[src/rtl/fifo_drain_pkg.sv]
// fifo_drain_pkg: shared state type and default parameters for fifo_drain
package fifo_drain_pkg;
  localparam int DEF_DWIDTH = 16;
  localparam int DEF_DEPTH = 8;
  localparam int DEF_BURST_LEN = 4;
  localparam int DEF_TIMEOUT = 16;
  typedef enum logic [1:0] {IDLE, XFER, LAST} state_e;
endpackage

[src/rtl/fifo_drain_timer.sv]
// drain_timer: saturating idle counter; expired while the count sits at TIMEOUT
module drain_timer #(
  parameter int TIMEOUT = 16
) (
  input  logic clk,
  input  logic rst,
  input  logic inc,
  input  logic clr,
  output logic expired
);
  localparam int TW = $clog2(TIMEOUT + 1);
  logic [TW-1:0] cnt_q, cnt_d;
  always_comb cnt_d = clr ? '0 : (inc && cnt_q != TW'(TIMEOUT)) ? cnt_q + 1'b1 : cnt_q;
  assign expired = cnt_q == TW'(TIMEOUT);
  always_ff @(posedge clk) cnt_q <= rst ? '0 : cnt_d;
endmodule

[src/rtl/fifo_drain.sv]
// fifo_drain: pops bursts from a show-ahead FIFO into a registered valid/ready stream
module fifo_drain import fifo_drain_pkg::*; #(
  parameter int DWIDTH = DEF_DWIDTH,
  parameter int DEPTH = DEF_DEPTH,
  parameter int BURST_LEN = DEF_BURST_LEN,
  parameter int TIMEOUT = DEF_TIMEOUT
) (
  input  logic                       clk,
  input  logic                       rst,
  input  logic                       fifo_empty,
  input  logic [$clog2(DEPTH):0]     fifo_numel,
  input  logic [DWIDTH-1:0]          fifo_data,
  output logic                       fifo_rd_en,
  input  logic                       flush,
  output logic                       m_valid,
  input  logic                       m_ready,
  output logic [DWIDTH-1:0]          m_data,
  output logic                       m_last,
  output logic                       busy
);
  localparam int NW = $clog2(DEPTH) + 1;
  state_e state_q, state_d;
  logic [NW-1:0] rem_q, rem_d;
  logic [DWIDTH-1:0] m_data_q, m_data_d;
  logic m_valid_q, m_valid_d, m_last_q, m_last_d;
  logic expired, pop, hs;
  drain_timer #(.TIMEOUT(TIMEOUT)) u_timer (
    .clk(clk),
    .rst(rst),
    .inc(state_q == IDLE && !fifo_empty),
    .clr(state_q != IDLE || fifo_empty),
    .expired(expired)
  );
  always_comb begin
    pop = state_q == XFER && rem_q != '0 && !fifo_empty && (!m_valid_q || m_ready);
    hs = m_valid_q && m_ready;
    m_valid_d = pop || (m_valid_q && !m_ready);
    m_data_d = pop ? fifo_data : m_data_q;
    m_last_d = pop ? rem_q == NW'(1) : m_last_q && !hs;
    rem_d = pop ? rem_q - 1'b1 : rem_q;
    state_d = state_q;
    if (state_q == IDLE && !fifo_empty && (flush || expired)) begin
      state_d = XFER;
      rem_d = fifo_numel;
    end else if (state_q == IDLE && fifo_numel >= NW'(BURST_LEN)) begin
      state_d = XFER;
      rem_d = NW'(BURST_LEN);
    end else if (pop && rem_q == NW'(1)) begin
      state_d = LAST;
    end else if (state_q == LAST && hs) begin
      state_d = IDLE;
    end
  end
  always_ff @(posedge clk) begin
    if (rst) begin
      state_q <= IDLE;
      rem_q <= '0;
      m_valid_q <= 1'b0;
      m_last_q <= 1'b0;
      m_data_q <= '0;
    end else begin
      state_q <= state_d;
      rem_q <= rem_d;
      m_valid_q <= m_valid_d;
      m_last_q <= m_last_d;
      m_data_q <= m_data_d;
    end
  end
  assign fifo_rd_en = pop;
  assign busy = state_q != IDLE;
  assign m_valid = m_valid_q;
  assign m_data = m_data_q;
  assign m_last = m_last_q;
endmodule

[config.mk]
export PLATFORM = sky130hd
export DESIGN_NAME = fifo_drain
export DESIGN_NICKNAME = d
export VERILOG_FILES = /design/src/rtl/fifo_drain_pkg.sv /design/src/rtl/fifo_drain_timer.sv /design/src/rtl/fifo_drain.sv
export SDC_FILE = /design/constraint.sdc
export NUM_CORES = 1
export LEC_CHECK = 0
export ABC_AREA = 1
export CAP_MARGIN = 15
export CORE_MARGIN = 3
export CORE_UTILIZATION = 45
export CTS_CLUSTER_SIZE = 10
export DETAILED_ROUTE_END_ITERATION = 16
export HOLD_SLACK_MARGIN = 0.12
export PLACE_DENSITY = 0.79
export SLEW_MARGIN = 20
export SYNTH_ARGS = -nofsm -noshare
export SYNTH_HDL_FRONTEND = slang
export SYNTH_SLANG_ARGS = --single-unit
[constraint.sdc]
create_clock -name clk -period 1.74 [get_ports clk]
set_input_delay 0.348 -clock clk [delete_from_list [all_inputs] [get_ports clk]]
set_output_delay 0.348 -clock clk [all_outputs]
set_load 0.01 [all_outputs]
==> qor.txt, run 1 <==
PLACEMENT
-------------------------------------------------------------------------------------
Port Buf Inserts                                                                   44
Placed cell area                                                         0.00184 mm^2
Dpl hpwl                                                                      2310 um
GPL Wtd Cong                                                                    0.810

MIN PATH
-------------------------------------------------------------------------------------
Worst hold-check path type                                                    reg2reg
Hold Path Stages                                                                    2

TIMING
-------------------------------------------------------------------------------------
Slew Limit Fails                                                                    0
Slew Limit Headroom                                                             76.5%
Final worst path period share                                                   93.4%
Number of setup violations in the final report                                      0
Period minus WS final                                                         1630 ps
RSZ-0062 raised after global routing                                            false
Final clock skew                                                              5.29 ps
Slew at the pin with the worst max-slew slack                                  352 ps
Hold violation count in the final report                                            0
Highest clock rate                                                            615 MHz

WORST SETUP PATH
-------------------------------------------------------------------------------------
Max stage delay cell, worst path                                         sky130_fd_sc_hd__clkdlybuf4s50_1
Logic depth of the worst setup path including buffers                               1
R2r worst-path depth                                                               10
Start point of the critical path                                              m_valid
Slowest Stage Delay on Critical Path                                           570 ps
Reg2Reg Launch Point                                                     u_timer.cnt_q[0]
Critical path startpoint category                                            register
Worst setup path category                                                     reg2out
Worst path cell trace                                                    clkdlybuf4s50_1
Sum of buffers and inverters on the critical path                                   1
Capture point of the worst path                                               m_valid
Arrival time worst endpoint                                                   1280 ps
Register-to-Register Setup Slack                                               180 ps
Reg-to-reg critical path endpoint                                            rem_q[1]
Critical Path Sink Type                                                    output pin
Largest delay contributor family on the critical path                    buffers and inverters
Highest fanout seen on the critical path                                            3
CP Data Required Time                                                         1390 ps

YOSYS
-------------------------------------------------------------------------------------
Gate count after technology mapping                                               184
Sequential area share after synthesis                                           43.4%
Portion of netlist area occupied by mux cells                                      0%
Cell taking the most area after synthesis                                sky130_fd_sc_hd__dfxtp_1
Main combinational cell family by area after synthesis                   simple AND/OR/NAND/NOR gates
Area of the mapped netlist                                               0.00134 mm^2
Syn avg cell area                                                           7.27 um^2
Largest cells by area after synthesis                                    sky130_fd_sc_hd__dfxtp_1 (43%), sky130_fd_sc_hd__nand2_1 (16%), sky130_fd_sc_hd__a21oi_1 (9.7%)
Count of different cell masters after synthesis                                    22
Synth warnings                                                                      0
Net Count, Synth                                                                  213
Post-synthesis compound-gate area fraction                                      12.6%
#FFs+latches synth                                                                 29
XOR/XNOR share of the synthesized area                                          1.31%
Area share of the largest cell type after synthesis                             43.4%
Adder-cell share of the synthesized area                                        3.74%
Area fraction in and, or, nand and nor cells after synthesis                    31.1%

DIE
-------------------------------------------------------------------------------------
FP Rows                                                                            19
Die Outline Area                                                         0.00366 mm^2
Horizontal die dimension                                                      60.5 um
Die Span Y                                                                    60.5 um
Total core area                                                          0.00281 mm^2
Initial core utilization                                                        47.7%
Num ports                                                                          45

STATUS
-------------------------------------------------------------------------------------
Result of the run                                                        finished, final reports clean

PWR
-------------------------------------------------------------------------------------
Sequential power share                                                          45.9%
Worst IR Drop VDD                                                              528 uV
Part of the total power dissipated in the clock network                         25.9%
Power per Cell Area                                                       847 mW/mm^2
Comb pwr share                                                                  28.2%
Standby leakage power                                                     0.000778 uW
P_int                                                                         1130 uW
Power, Total                                                                  1620 uW
Net load switching power                                                       487 uW
Switching part of the total power                                               30.1%

DRT
-------------------------------------------------------------------------------------
Met2 layer wire length in the routed design                                   1660 um
Routed WL per cell                                                            12.1 um
DRT antenna net count                                                               0
Highest routing layer actually used                                              met4
Final wirelength                                                              3250 um
Residual DRC count                                                                  0
Wire length on met3                                                            138 um
Via count of the routed design                                                   1330
Via density                                                                      4.93
Iteration count of the initial detailed-routing pass                                5
Post-Route M1 WL                                                              1390 um
Starting DRT DRC Count                                                             64

FINISH
-------------------------------------------------------------------------------------
Post-layout net count                                                             268
Area of all placed cells without fillers                                 0.00191 mm^2
Fin util                                                                        68.1%
Synth-to-Final Area Change                                                      42.8%
Filler Cell Count                                                                 259
Share of final-layout standard cells stronger than drive strength 1             15.9%
Sequential cell area                                                         586 um^2
Diode insertion count for antenna repair                                            0
Multi-input logic area                                                       662 um^2

GLOBAL ROUTE
-------------------------------------------------------------------------------------
Combined global-route utilization of all metal layers                           18.7%
Number of global-route vias before repair                                        1183
Total congestion overflow after global routing                                      0
Initial antenna violation count                                                     0
Maximum number of pins on one net before global-route repair                       22
Wire length of the first global-routing pass                                  5050 um

CLOCK NETWORK
-------------------------------------------------------------------------------------
Clock latency at the later pin of the worst-skew pair                          330 ps
H-tree level count                                                                  2
Root Buffer Master                                                       sky130_fd_sc_hd__clkbuf_4
TritonCTS sink count                                                               29
Clock tree from TritonCTS                                                         yes
Number of buffers added by the clock tree synthesis step                            5
Clock tree buffer depth                                                             2
Clock-pin slew of the registers on the worst-case setup and hold paths          90 ps

FLOW RUN
-------------------------------------------------------------------------------------
Number of max-cap violations                                                        0

==> timing repair <==
item | CTS | global route
hold buffers | 0 | 0
resized for setup | 10 | 3
endpoints found under the setup margin | 2 | 1
pin swaps | 1 | 0
gates cloned | 0 | 0
hold endpoints to repair | 0 | 0
setup buffers | 0 | 1
==> power by group through the flow <==
stage          Clock, uW  Sequential, uW  Combinational (uW)
3_5_place_dp           0             754                 442
2_1_floorplan          0             768                 234
4_1_cts              429             740                 450
5_1_grt              452             747                 508
3_3_place_gp           0             751                 437
6_report             418             742                 456
==> placed cells by master (no fill, tap or decap), drive strengths merged <==
cell	Yosys	routed
nor2	15	15
xnor2	2	2
clkbuf	1	7
nand3	13	13
ha	4	4
clkdlybuf4s50	0	41
nand4	2	2
dlygate4sd2	0	2
buf	4	10
inv	18	18
dfxtp	29	29
nor3b	1	1
o21ai	7	7
a21oi	26	26
nand2	62	62
==> cell families (layout without fill, tap and decap cells) <==
logic type      count (synthesis)  in the layout
flops                          29             29
simple gates                   93             93
fa+ha+maj                       4              4
buf+inv                        23             78
compound gates                 33             33
xor+xnor                        2              2
==> flip-flops by register name, summed over array words and instances (netlist names) <==
| name | count |
|---|---|
| m_data | 16 |
| u_timer.cnt_q | 5 |
| rem_q | 4 |
| state_q | 2 |
| m_last | 1 |
| m_valid | 1 |
==> final cells by class <==
class | instances | area share (%)
inverters | 18 | 3.54
well taps | 31 | 2.03
repair buffers | 53 | 26.2
multi-input cells | 132 | 34.7
clock buffers | 7 | 2.88
flip-flops and latches | 29 | 30.7
==> through the flow <==
step           TNS [ps]  instances  setup WS [ps]  hold WS, ps
5_1_grt               0        270           46.8          491
6_report              0        270            114          466
4_1_cts               0        269           19.8          469
3_5_place_dp       -743        262           -347          456
2_1_floorplan         0        184            314          417
3_3_place_gp       -737        262           -350          452
==> how the worst min path moves through the flow <==
stage,from,end
2_1_floorplan,rst,rem_q[2]
3_3_place_gp,m_data[14],m_data[14]
3_5_place_dp,m_data[1],m_data[1]
4_1_cts,m_data[1],m_data[1]
5_1_grt,m_data[8],m_data[8]
6_report,m_data[8],m_data[8]
==> per-layer routing <==
metal | global-route usage [%] | vias to the layer above
met4 | 8.67 | 0
li1 | - | 695
met2 | 31.8 | 30
met3 | 4.89 | 8
met1 | 22.0 | 597
met5 | 0 | -
==> cell usage after synthesis <==
library cell                n
sky130_fd_sc_hd__buf_6      2
sky130_fd_sc_hd__a21oi_1   26
sky130_fd_sc_hd__xnor2_1    2
sky130_fd_sc_hd__nand2_1   58
sky130_fd_sc_hd__nand3_1   11
sky130_fd_sc_hd__o21ai_2    1
sky130_fd_sc_hd__o21ai_0    1
sky130_fd_sc_hd__nor2_1    12
sky130_fd_sc_hd__clkbuf_1   1
sky130_fd_sc_hd__inv_1     12
sky130_fd_sc_hd__buf_4      1
sky130_fd_sc_hd__nor2_8     1
sky130_fd_sc_hd__inv_2      6
sky130_fd_sc_hd__nand3_2    2
sky130_fd_sc_hd__buf_1      1
sky130_fd_sc_hd__nor2_2     2
sky130_fd_sc_hd__nor3b_1    1
sky130_fd_sc_hd__dfxtp_1   29
sky130_fd_sc_hd__ha_1       4
sky130_fd_sc_hd__nand2_2    4
sky130_fd_sc_hd__nand4_1    2
sky130_fd_sc_hd__o21ai_1    5
(Power assumes the default switching activity.)
==> inputs of run 2 (changes only) <==
CORE_ASPECT_RATIO = 0.75   (was not set)
==> run 2 against run 1 <==
Net effect: clock-buffer cell count stayed put; first-iteration DRC count is 42% higher; sequential power is 1% higher; wire length is 12% higher; cell area is 1.2% higher; fmax is 1.0% higher.
==> qor.txt, run 2 (synthesis gave the netlist of run 1 again) <==
DRT
-------------------------------------------------------------------------------------
DRT antenna net count                                                               0
Routed WL per cell                                                            13.4 um
Final wirelength                                                              3640 um
Starting DRT DRC Count                                                             91
Iteration count of the initial detailed-routing pass                                7
Via count of the routed design                                                   1363
Residual DRC count                                                                  0
Via density                                                                      5.01

WORST SETUP PATH
-------------------------------------------------------------------------------------
Arrival time worst endpoint                                                   1260 ps
Critical Path Sink Type                                                    output pin
CP Data Required Time                                                         1390 ps
Critical path startpoint category                                           input pin
Highest fanout seen on the critical path                                            2
Worst setup path category                                                      in2out

GLOBAL ROUTE
-------------------------------------------------------------------------------------
Total congestion overflow after global routing                                      0
Wire length of the first global-routing pass                                  5730 um
Combined global-route utilization of all metal layers                           22.1%
Maximum number of pins on one net before global-route repair                       22
Number of global-route vias before repair                                        1230
Initial antenna violation count                                                     0

PWR
-------------------------------------------------------------------------------------
Power per Cell Area                                                       906 mW/mm^2
Standby leakage power                                                     0.000791 uW
Worst IR Drop VDD                                                              537 uV

CLOCK NETWORK
-------------------------------------------------------------------------------------
Hold-fix buffer count after cts                                                     0
Clock tree from TritonCTS                                                         yes
Clock latency at the later pin of the worst-skew pair                          280 ps
Number of buffers added by the clock tree synthesis step                            5
Clock tree buffer depth                                                             2
H-tree level count                                                                  2
Clock-pin slew of the registers on the worst-case setup and hold paths          60 ps
TritonCTS sink count                                                               29
Root Buffer Master                                                       sky130_fd_sc_hd__clkbuf_8

TIMING
-------------------------------------------------------------------------------------
RSZ-0062 raised after global routing                                            false
Slew Limit Fails                                                                    0
Final clock skew                                                              5.24 ps
Number of setup violations in the final report                                      0
Hold violation count in the final report                                            0
Final worst path period share                                                   92.5%
Final setup slack of the worst path                                            130 ps
Slew Limit Headroom                                                             73.2%
Slew at the pin with the worst max-slew slack                                  403 ps
Period minus WS final                                                         1610 ps
Worst hold slack                                                               464 ps
Highest clock rate                                                            621 MHz

STATUS
-------------------------------------------------------------------------------------
Result of the run                                                        finished, final reports clean

DIE
-------------------------------------------------------------------------------------
Num ports                                                                          45
FP Rows                                                                            16
Horizontal die dimension                                                      69.0 um
Total core area                                                          0.00272 mm^2
Die Outline Area                                                         0.00367 mm^2
Die Span Y                                                                    53.2 um
Initial core utilization                                                        49.1%

FINISH
-------------------------------------------------------------------------------------
Most frequent standard cell in the layout excluding fill and tap cells   sky130_fd_sc_hd__nand2_1
Max reg flops                                                                      16
Diode insertion count for antenna repair                                            0
Post-layout net count                                                             265
Share of final-layout standard cells stronger than drive strength 1             14.4%
Synth-to-Final Area Change                                                      44.4%
Most frequent cells in the layout                                        sky130_fd_sc_hd__nand2_1 (57), sky130_fd_sc_hd__clkdlybuf4s50_1 (41), sky130_fd_sc_hd__a21oi_1 (26), sky130_fd_sc_hd__dfxtp_1 (26)

PLACEMENT
-------------------------------------------------------------------------------------
Minimum setup slack after placement                                           -375 ps
GPL Wtd Cong                                                                    0.891
Port Buf Inserts                                                                   44
Dpl hpwl                                                                      2590 um

MIN PATH
-------------------------------------------------------------------------------------
Worst hold-check path type                                                    reg2reg

FLOW RUN
-------------------------------------------------------------------------------------
Number of max-cap violations                                                        0

run 2: changes by cell type in the layout (fill, tap and decap cells not counted), sizes merged:
cell,change
dlymetal6s2s,+1
buf,-3
dlygate4sd2,-1
run 2: path summary, 6_finish.rpt:
check / endpoint / depth (start not counted) / from / slack, ps
worst max-delay path: fifo_rd_en / 6 / m_ready / 130
worst min-delay path: m_data[2] / 2 / m_data[2] / 460
worst max register to register: rem_q[0] / 11 / u_timer.cnt_q[0] / 170
worst min register to register: m_data[2] / 2 / m_data[2] / 460
run 2: area by class of cell:
| type | count | area (um^2) |
|---|---|---|
| Fill cell | 222 | 791 |
| Multi-Input combinational cell | 132 | 667 |
| Sequential cell | 29 | 584 |
| Timing Repair Buffer | 50 | 482 |
| Clock buffer | 7 | 86.3 |
| Inverter | 18 | 67.6 |
| Tap cell | 36 | 45.0 |
run 2: what timing repair did:
action | CTS | global route
endpoints found under the hold margin | 0 | 0
setup buffers | 0 | 0
endpoints found under the setup margin | 1 | 3
gates resized for setup | 6 | 7
run 2: worst max-delay path: stages:
cell	delay [ps]
sky130_fd_sc_hd__clkdlybuf4s50_1	480
sky130_fd_sc_hd__inv_1	50
sky130_fd_sc_hd__nand2_1	80
sky130_fd_sc_hd__nand3_2	90
sky130_fd_sc_hd__inv_2	70
sky130_fd_sc_hd__buf_2	130
run 2: power by group:
part,switching (uW),internal (uW)
clock network,246,313
logic,228,212
registers,37.3,714
total,512,1240
run 2: metrics by stage:
| stage | instances | TNS (ps) | power [uW] | area, um^2 | util, % |
|---|---|---|---|---|---|
| floorplan | 184 | 0 | 1000 | 1340 | - |
| global route | 272 | 0 | 1840 | 1930 | 71.0 |
| CTS | 272 | 0 | 1750 | 1920 | 70.6 |
| detailed placement | 265 | -756 | 1190 | 1830 | 67.2 |
| global placement | 265 | -643 | 1170 | 1830 | 67.2 |
| finish | 272 | 0 | 1750 | 1930 | 71.0 |
run 2: routing by layer:
layer	GRT usage (%)	wire length, um	vias up
met3	7.22	249	11
met2	36.4	1810	50
met4	12.6	84	0
met5	0	0	-
met1	24.9	1500	610
li1	-	-	692
==> inputs of run 3 (changes only) <==
CORE_MARGIN = 2   (was 3)
clock period = 1.78 ns   (was 1.74 ns; I/O delays follow)
==> run 3 against run 2 <==
Net effect: die area shrank 6.5%; critical endpoint is now busy; setup slack lost 67 ps; highest routed layer unchanged; clock power grew 16%; critical path type is now reg2out; total power grew 2.6%; global-route usage shrank 3.2 points; largest cell class unchanged.
==> qor.txt, run 3 (synthesis gave the netlist of run 1 again) <==
STATUS
-------------------------------------------------------------------------------------
Result of the run                                                        finished, final reports clean

CLOCK NETWORK
-------------------------------------------------------------------------------------
Hold-fix buffer count after cts                                                     0
Number of gates resized after CTS                                                   1
Clock latency at the later pin of the worst-skew pair                          270 ps
Clock tree buffer depth                                                             2
H-tree level count                                                                  2
Root Buffer Master                                                       sky130_fd_sc_hd__clkbuf_8
Clock-pin slew of the registers on the worst-case setup and hold paths          60 ps
# Post-CTS Setup Buffers                                                            0
Clock tree from TritonCTS                                                         yes
TritonCTS sink count                                                               29
Number of buffers added by the clock tree synthesis step                            5

DRT
-------------------------------------------------------------------------------------
Starting DRT DRC Count                                                             45
Iteration count of the initial detailed-routing pass                                4
Residual DRC count                                                                  0
Final wirelength                                                              2930 um
DRT antenna net count                                                               0
Via density                                                                      4.59
Routed WL per cell                                                            10.6 um
Via count of the routed design                                                   1266

TIMING
-------------------------------------------------------------------------------------
Hold violation count in the final report                                            0
RSZ-0062 raised after global routing                                            false
Period minus WS final                                                         1720 ps
Slew at the pin with the worst max-slew slack                                  341 ps
Number of setup violations in the final report                                      0
Highest clock rate                                                            583 MHz
Final worst path period share                                                   96.4%
Final clock skew                                                              4.25 ps
Slew Limit Headroom                                                             77.3%
Worst hold slack                                                               463 ps
Slew Limit Fails                                                                    0

WORST SETUP PATH
-------------------------------------------------------------------------------------
Slowest Stage Delay on Critical Path                                           540 ps
R2r worst-path depth                                                               11
Worst setup path category                                                     reg2out
Critical Path Sink Type                                                    output pin
Reg2Reg Launch Point                                                     u_timer.cnt_q[0]
Arrival time worst endpoint                                                   1360 ps
CP Data Required Time                                                         1420 ps
Register-to-Register Setup Slack                                               240 ps
Highest fanout seen on the critical path                                            3
Worst path cell trace                                                    nor2_2 -> inv_2 -> clkdlybuf4s50_1
Max stage delay cell, worst path                                         sky130_fd_sc_hd__clkdlybuf4s50_1
Critical path startpoint category                                            register
Reg-to-reg critical path endpoint                                            rem_q[3]

DIE
-------------------------------------------------------------------------------------
Initial core utilization                                                        46.2%
Total core area                                                          0.00289 mm^2
Die Outline Area                                                         0.00343 mm^2
FP Rows                                                                            17
Die Span Y                                                                    51.2 um
Num ports                                                                          45
Horizontal die dimension                                                      67.0 um

GLOBAL ROUTE
-------------------------------------------------------------------------------------
Global-route track usage on met3                                                7.49%
Number of global-route vias before repair                                        1155
Total congestion overflow after global routing                                      0
Combined global-route utilization of all metal layers                           18.9%
Initial antenna violation count                                                     0
Grt met2 use                                                                    26.8%
Maximum number of pins on one net before global-route repair                       22
Global route hottest layer                                                       met2
Met1 Track Usage GR                                                             26.1%
Wire length of the first global-routing pass                                  4870 um

PWR
-------------------------------------------------------------------------------------
Worst IR Drop VDD                                                              445 uV
Part of the total power dissipated in the clock network                         36.0%
Standby leakage power                                                     0.000790 uW
Power per Cell Area                                                       921 mW/mm^2
Switching part of the total power                                               26.9%
Power, Total                                                                  1800 uW
Comb pwr share                                                                  23.6%
P_int                                                                         1310 uW
Sequential power share                                                          40.4%
Net load switching power                                                       483 uW

FINISH
-------------------------------------------------------------------------------------
Synth-to-Final Area Change                                                      45.7%
Diode insertion count for antenna repair                                            0
Filler Cell Count                                                                 255
Max reg flops                                                                      16
Most frequent cells in the layout                                        sky130_fd_sc_hd__nand2_1 (58), sky130_fd_sc_hd__clkdlybuf4s50_1 (43), sky130_fd_sc_hd__dfxtp_1 (28), sky130_fd_sc_hd__a21oi_1 (26)
Post-layout net count                                                             267
Share of final-layout standard cells stronger than drive strength 1             13.9%
Most frequent standard cell in the layout excluding fill and tap cells   sky130_fd_sc_hd__nand2_1
Final cell count without fillers                                                  276

PLACEMENT
-------------------------------------------------------------------------------------
Post-placement cell count                                                         269
GPL Wtd Cong                                                                    0.858
Port Buf Inserts                                                                   44
Dpl hpwl                                                                      2150 um

MIN PATH
-------------------------------------------------------------------------------------
Hold Path Stages                                                                    2
Capture endpoint of the worst hold path                                    m_data[13]
Worst Hold Launch                                                          m_data[13]
Worst hold-check path type                                                    reg2reg

FLOW RUN
-------------------------------------------------------------------------------------
Number of max-cap violations                                                        0

## run 3: metrics by stage
stage / TNS (ps) / worst slack [ps] / utilization, % / cell area, um^2
detailed placement: -215 / -215 / 63.9 / 1850
global route: 0 / 14.9 / 67.3 / 1950
floorplan: 0 / 346 / - / 1340
CTS: 0 / 26.3 / 67.4 / 1950
finish: 0 / 63.3 / 67.3 / 1950
global placement: -210 / -210 / 63.9 / 1850
## run 3: worst max-delay path: cells and delay by family, from the launching register on
| family | cells | cell delay (ps) |
|---|---|---|
| flip-flops | 1 | 370 |
| AND/OR/NAND/NOR | 1 | 70 |
| buffers and inverters | 2 | 640 |
## run 3: worst max-delay path by stage
stage | from | endpoint | slack, ps
6_report | state_q[1] | busy | 60
5_1_grt | state_q[1] | busy | 10
4_1_cts | state_q[0] | busy | 30
3_5_place_dp | m_ready | fifo_rd_en | -220
3_3_place_gp | fifo_empty | fifo_rd_en | -210
2_1_floorplan | rem_q[0] | fifo_rd_en | 350
## run 3: layout make-up
cell class | instances | area [um^2] | share of cell area [%]
multi-input combinational | 132 | 652 | 33.5
sequential | 29 | 582 | 29.9
timing repair buffer | 52 | 495 | 25.4
inverter | 18 | 67.6 | 3.47
tap | 38 | 47.5 | 2.44
clock buffer | 5 | 68.8 | 3.53
clock inverter | 2 | 35.0 | 1.80
## run 3: per-layer routing
layer / up-vias / part of all wire, %
li1: 695 / -
met1: 541 / 50
met2: 26 / 43
met3: 4 / 6.4
met4: 0 / 0.92
met5: - / 0
## run 3: power groups by stage
stage	logic, uW	clock network, uW	registers [uW]
2_1_floorplan	229	0	751
3_3_place_gp	421	0	737
3_5_place_dp	427	0	738
4_1_cts	427	658	725
5_1_grt	469	696	731
6_report	423	646	725
